===== src/rtl/mem_port_arbiter_pkg.sv =====
// Shared types for mem_port_arbiter: FSM states, grant source and the latched memory request.
// Request field widths are fixed here, so the arbiter's LINE_W/ADDR_W must match them.
package mem_port_arbiter_pkg;

  localparam int ARB_LINE_W     = 256;
  localparam int ARB_ADDR_W     = 32;
  localparam int ARB_STARVE_MAX = 8;

  typedef enum logic [1:0] {
    IDLE,
    SERVE_I,
    SERVE_D
  } arb_state_t;

  typedef enum logic {
    SRC_I,
    SRC_D
  } arb_src_t;

  typedef struct packed {
    logic                  read;
    logic                  write;
    logic [ARB_ADDR_W-1:0] addr;
    logic [ARB_LINE_W-1:0] wdata;
  } mem_req_t;

  // Round-robin tie break: whoever was not granted last time goes next.
  function automatic arb_src_t rr_pick(input arb_src_t last);
    return (last == SRC_D) ? SRC_I : SRC_D;
  endfunction

endpackage


===== src/rtl/mem_port_arbiter.sv =====
// Shares the cacheline memory port between the I-cache and D-cache miss paths, one transaction at a time.
// Default: fixed D priority with an I starvation guard; define ARB_ROUND_ROBIN_EN for round-robin grants.
module mem_port_arbiter
  import mem_port_arbiter_pkg::*;
#(
  parameter int LINE_W     = ARB_LINE_W,
  parameter int ADDR_W     = ARB_ADDR_W,
  parameter int STARVE_MAX = ARB_STARVE_MAX
) (
  input  logic              clk,
  input  logic              rst,
  input  logic              i_read,
  input  logic [ADDR_W-1:0] i_addr,
  output logic [LINE_W-1:0] i_rdata,
  output logic              i_resp,
  input  logic              d_read,
  input  logic              d_write,
  input  logic [ADDR_W-1:0] d_addr,
  input  logic [LINE_W-1:0] d_wdata,
  output logic [LINE_W-1:0] d_rdata,
  output logic              d_resp,
  output logic              mem_read,
  output logic              mem_write,
  output logic [ADDR_W-1:0] mem_addr,
  output logic [LINE_W-1:0] mem_wdata,
  input  logic [LINE_W-1:0] mem_rdata,
  input  logic              mem_resp
);

  arb_state_t state, state_next;
  mem_req_t   req_q, req_next;
  arb_src_t   last_grant;
  logic       i_req, d_req;
  logic       grant_i, grant_d;

  assign i_req = i_read;
  assign d_req = d_read | d_write;

`ifndef ARB_ROUND_ROBIN_EN
  localparam int CNT_W = $clog2(STARVE_MAX + 1);
  logic [CNT_W-1:0] starve_cnt;
  logic             starve_hit;

  assign starve_hit = (starve_cnt == CNT_W'(STARVE_MAX));
`endif

  // Grant decision is only meaningful in IDLE; requests arriving mid-transaction just wait.
  always_comb begin
    // NOTE: every output of a combinational block gets a default first so no latch is inferred.
    grant_i = 1'b0;
    grant_d = 1'b0;
    if (state == IDLE) begin
`ifdef ARB_ROUND_ROBIN_EN
      if (d_req && i_req) begin
        grant_i = (rr_pick(last_grant) == SRC_I);
        grant_d = (rr_pick(last_grant) == SRC_D);
      end else begin
        grant_i = i_req;
        grant_d = d_req;
      end
`else
      if (d_req && !(i_req && starve_hit)) begin
        grant_d = 1'b1;
      end else if (i_req) begin
        grant_i = 1'b1;
      end
`endif
    end
  end

  // Next state, next latched request and response routing.
  always_comb begin
    state_next = state;
    req_next   = req_q;
    i_resp     = 1'b0;
    d_resp     = 1'b0;
    unique case (state)
      IDLE: begin
        if (grant_d) begin
          state_next = SERVE_D;
          req_next   = '{read: d_read, write: d_write, addr: d_addr, wdata: d_wdata};
        end else if (grant_i) begin
          state_next = SERVE_I;
          req_next   = '{read: 1'b1, write: 1'b0, addr: i_addr, wdata: '0};
        end
      end
      SERVE_I, SERVE_D: begin
        i_resp = (state == SERVE_I) && mem_resp;
        d_resp = (state == SERVE_D) && mem_resp;
        if (mem_resp) begin
          // Dropping the strobes guarantees an idle cycle before the next grant.
          state_next     = IDLE;
          req_next.read  = 1'b0;
          req_next.write = 1'b0;
        end
      end
      default: state_next = IDLE;
    endcase
  end

  always_ff @(posedge clk) begin
    // NOTE: sequential state uses non-blocking assignments so all registers update together.
    if (rst) begin
      state      <= IDLE;
      req_q      <= '0;
      last_grant <= SRC_D;
    end else begin
      state <= state_next;
      req_q <= req_next;
      if (grant_d) begin
        last_grant <= SRC_D;
      end else if (grant_i) begin
        last_grant <= SRC_I;
      end
    end
  end

`ifndef ARB_ROUND_ROBIN_EN
  // Counts D wins that left I waiting; cleared whenever I is served or nobody was waiting.
  always_ff @(posedge clk) begin
    if (rst) begin
      starve_cnt <= '0;
    end else if (grant_i) begin
      starve_cnt <= '0;
    end else if (grant_d) begin
      if (!i_req) begin
        starve_cnt <= '0;
      end else if (!starve_hit) begin
        starve_cnt <= starve_cnt + 1'b1;
      end
    end
  end
`endif

  assign mem_read  = req_q.read;
  assign mem_write = req_q.write;
  assign mem_addr  = req_q.addr;
  assign mem_wdata = req_q.wdata;

  // Data always passes through; only the matching resp qualifies it.
  assign i_rdata = mem_rdata;
  assign d_rdata = mem_rdata;

  a_d_op_exclusive : assert property (@(posedge clk) disable iff (rst) !(d_read && d_write));
  a_mem_op_exclusive : assert property (@(posedge clk) !(mem_read && mem_write));

endmodule


===== config.mk =====
export PLATFORM = sky130hd
export DESIGN_NAME = mem_port_arbiter
export DESIGN_NICKNAME = d
export VERILOG_FILES = /design/src/rtl/mem_port_arbiter_pkg.sv /design/src/rtl/mem_port_arbiter.sv
export SDC_FILE = /design/constraint.sdc
export NUM_CORES = 1
export LEC_CHECK = 0
export ABC_AREA = 1
export CAP_MARGIN = 20
export CORE_AREA = 2 2 543 545
export DETAILED_ROUTE_END_ITERATION = 8
export DIE_AREA = 0 0 545 547
export SYNTH_ARGS = -nofsm -noshare
export SYNTH_HDL_FRONTEND = slang
export SYNTH_SLANG_ARGS = --single-unit

===== constraint.sdc =====
create_clock -name clk -period 5 [get_ports clk]
set_input_delay 0.75 -clock clk [delete_from_list [all_inputs] [get_ports clk]]
set_output_delay 0.75 -clock clk [all_outputs]
set_load 0.05 [all_outputs]

* Word level (Yosys, flattened, before mapping)
Cells that the tools add are included.
** Storage, ports and cells
- Bits in read-only memories :: 0
- Bits in latches :: 0
- Register bits after elaboration :: 296
- Memory bits (writable) :: 0
- Memories kept :: 0
- Input port bits :: 582
- Output and inout port bits :: 804
- Word-level logic and storage cells :: 44
** Cells by class
- Order comparisons :: 0
- Multipliers :: 0
- Shift-type cells :: 0
- Divide/modulo/power cells :: 0
- Mux-type cells :: 16
- Bitwise logic cells :: 1
- Reduce and logical (&&, ||, !) cells :: 14
- $add $sub $neg :: 1
- Equality and inequality tests :: 6
** Operators by type and width (number)
- 2-to-1 mux 290 bit :: 2
- 2-to-1 mux 4 bit :: 2
- one-hot mux 2 bit (2 select lines) :: 2
- 2-to-1 mux 1 bit :: 7
- 2-to-1 mux 2 bit :: 3
- AND reduction 2 bit :: 3
- adder 4 x 1 -> 4 bit, second input constant :: 1
- equality test 4 bit, second input constant :: 1
- logical AND 1 bit :: 4
- inequality test 2 bit, second input constant :: 2
- nonzero test 2 bit :: 2
- OR reduction 2 bit :: 2
- inequality test 3 bit, second input constant :: 1
- AND reduction 3 bit :: 1
- equality test 2 x 1 -> 1 bit, second input constant :: 1
- equality test 2 bit, second input constant :: 1
- logical NOT 2 bit :: 1
- logical NOT 1 bit :: 1
- OR 1 bit :: 1

* Longest topological paths before layout
- Depth after elaboration :: 9
- Depth in mapped cells :: 11
- Depth with buffers taken out :: 10

* Worst setup path after synthesis
Ideal clock, no wire load.
- Path type :: input port to output port
- From :: in mem_resp
- To :: out d_resp
- Path buffers :: 0
- Slack :: 2.809 ns
- Required time :: 4.250 ns
- Cell stages on the path :: 2
- Data arrival time :: 1.441 ns
- Cells stage by stage :: inv_1 nor2_1
** On the way
- Word-level cells in the longest chain between the ends :: 2
** RTL lines
- start, declared :: RTL line mem_port_arbiter.sv:27 : input logic mem_resp
- logical AND 1 bit :: RTL line mem_port_arbiter.sv:89 : d_resp = (state == SERVE_D) && mem_resp;
- 2-to-1 mux 1 bit :: RTL line mem_port_arbiter.sv:77 : unique case (state)
- end, declared :: RTL line mem_port_arbiter.sv:21 : output logic d_resp,
Every way passes these cells.

* Worst setup path after layout
- From :: reg req_q (netlist bit mem_wdata[46])
- To :: out mem_wdata[46]
** RTL lines
- start, declared :: RTL line mem_port_arbiter.sv:31 : mem_req_t req_q, req_next;
- start signal, assigned :: RTL line mem_port_arbiter.sv:109 : req_q <= req_next;
- end, declared :: RTL line mem_port_arbiter.sv:25 : output logic [LINE_W-1:0] mem_wdata,
No word-level cell between the ends.

==> run_results.csv <==
group,metric,value,unit
final_layout,drive_above_1_share,0.0420,
setup_path,crit_type,"flip-flop to output port",
grt,grt_pass1_wl,204,mm
logic_synthesis,synth_edf_count,0,
setup_path,worstPathRequired,4.25,ns
logic_synthesis,yosys-top-cells-area,"dfxtp_1 (40%), buf_4 (26%), nand2_1 (15%)",
logic_synthesis,synth_top_area_share,0.398,
detailed_routing,ant_nets,0,
placement,placed_cells,5920,
sta,fin_crit,2.94,ns
clock_network,cts_resized,0,
logic_synthesis,synth_top_area_cell,"dfxtp_1",
sta,max_slew_margin,0.277,
status,status,"finished clean",
detailed_routing,first_pass_iters,6,
logic_synthesis,ys_ff_latch,296,
detailed_routing,drtIter0Drc,1221,
setup_path,reg2reg_slack,2.28,ns
sta,fin_crit_sh,0.588,
sta,clock_skew,0.0349,ns
setup_path,crit_fanout,2,
logic_synthesis,async_flop_share,0,
sta,setup_violations,0,
power_and_ir_drop,vdd_ir_drop_max,0.000240,V
clock_network,cts_buffers,39,
floorplanning,die_h,547,um
job,drv_cap,0,
sta,finalHoldViolations,0,
power_and_ir_drop,p_leak,7.57,nW
clock_network,cts.sinks,296,
floorplanning,die_width,545,um
grt,grt_pass1_vias,12585,
logic_synthesis,synth_seq_area_share,0.398,
min_path,holdCritPathClass,"flip-flop to flip-flop",
clock_network,cts_hold_buf,0,
grt,grt_max_degree,135,
setup_path,start_kind,"flip-flop",
sta,rsz0062_at_grt,"false",
clock_network,cts_tree,"built",
final_layout,area_growth,55.5,%
setup_path,cp-end-kind,"output port",
final_layout,fin_cells,6007,
sta,tightest_slew,1.08,ns
placement,numPortBuffers,617,
clock_network,clock_path_buffers,3,
detailed_routing,via_per_inst,2.25,
sta,setup_tns,0,ns
detailed_routing,routedWlPerCell,29.3,um
setup_path,slowest_stage,"clkdlybuf4s50_1",
clock_network,cts_setup_buffers,0,
power_and_ir_drop,p_per_area,358,mW/mm^2
setup_path,critPathMaxStageDelay,1.19,ns
floorplanning,start_util,0.0509,
logic_synthesis,yosysUniqueCellTypes,18,
detailed_routing,drc,0,
setup_path,worst-path-buf-inv,1,
grt,grt_use_total,0.113,
final_layout,layout.nets,2629,
grt,antenna_found_initial,72,
setup_path,arrival,2.19,ns
setup_path,path_delay_family,"buffers and inverters",
floorplanning,fp.coreArea,0.293,sq mm
clock_network,clockRootBuffer,"clkbuf_16",
logic_synthesis,synth_cells,1986,
logic_synthesis,ys_warn_count,0,
logic_synthesis,syn_area,0.0149,sq mm
setup_path,path_cells,"clkdlybuf4s50_1",
floorplanning,pin_count,1386,
logic_synthesis,syn_nets,2573,
floorplanning,die-area,0.298,sq mm
detailed_routing,wl,176,mm
logic_synthesis,syn_avg_cell_area,7.50,sq um
sta,max_freq,0.340,GHz
sta,maxSlewViolCount,0,
floorplanning,std_cell_rows,199,
clock_network,clk_pin_slew,0.06,ns
logic_synthesis,synth_ff_type,"dfxtp_1",
clock_network,clock_latency,0.65,ns
clock_network,h-tree-depth,2,
detailed_routing,via_count,13504,
placement,globalplace.congestion,0.948,
grt,grt.overflow.total,0,
placement,hpwl,157,mm
[per-stage QoR]
stage | setup slack [ns] | util | instance area [sq um] | total power, W | hold slack, ns
4_1_cts | 1.94 | 0.0790 | 23100 | 0.00845 | 0.464
3_3_place_gp | 1.49 | 0.0745 | 21800 | 0.00526 | 0.452
6_report | 2.06 | 0.0792 | 23200 | 0.00829 | 0.463
2_1_floorplan | 2.81 | - | 14900 | 0.00518 | 0.459
3_5_place_dp | 1.50 | 0.0745 | 21800 | 0.00526 | 0.455
5_1_grt | 1.96 | 0.0791 | 23100 | 0.00865 | 0.474
[state kept, by name, indices dropped and copies added (netlist names)]
signal,flops
mem_wdata,256
mem_addr,32
mem_write,1
starve_cnt,4
mem_read,1
state,2
[final cells by class]
type                            instances  area, sq um
Fill cell                           34319       269000
Inverter                               51          211
Tap cell                             3919         4900
Sequential cell                       296         5930
Antenna cell                           18         45.0
Clock buffer                           55         1110
Timing Repair Buffer                  635         6390
Multi-Input combinational cell       1019         4360
Clock inverter                         14          225
[kinds of logic (layout without fill, tap and decap cells)]
kind of cell    Yosys count  in the layout  synth area share
buf+inv                 671            755             0.310
fa+ha+maj                 5              5           0.00420
simple gates            749            749             0.199
flops                   296            296             0.398
other cells               0             18                 0
xor+xnor                  1              1          0.000588
compound gates          264            264            0.0887
[layer usage]
layer / track usage / wire (um) / up-vias
met5: 0.000321 / 56 / -
li1: - / - / 5864
met3: 0.164 / 56600 / 443
met4: 0.0612 / 10600 / 8
met2: 0.155 / 68200 / 1330
met1: 0.0775 / 40500 / 5859
[worst paths after layout]
path | to | from | cells past startpoint
max | mem_wdata[46] | mem_wdata[46] | 1
min reg2reg | mem_wdata[211] | mem_wdata[211] | 2
max reg2reg | mem_wdata[88] | starve_cnt[0] | 10
min | mem_wdata[211] | mem_wdata[211] | 2
[cell usage in the layout (no fill, tap or decap), drive strengths merged]
master and instances:
nand4 35, ha 5, diode 18, nand2 605, nand3 37, bufinv 4
buf 21, a21oi 264, clkdlybuf4s50 614, dfxtp 296, clkbuf 55, nor2 72
inv 54, clkinv 7, xnor2 1
[synthesized netlist by cell type (12+ instances only)]
library cell	number
clkbuf_1	40
dfxtp_1	296
nor2_1	72
nand3_1	36
buf_6	12
nand2_1	604
a21oi_1	264
nand4_1	35
buf_2	40
buf_4	523
inv_1	49
[power breakdown]
part           internal [W]  total [W]  switching (W)
Clock               0.00176    0.00308        0.00132
Combinational      0.000784    0.00248        0.00170
Sequential          0.00258    0.00273       0.000145
Total               0.00513    0.00829        0.00316
Note: power is estimated with default switching activity, not from simulation.
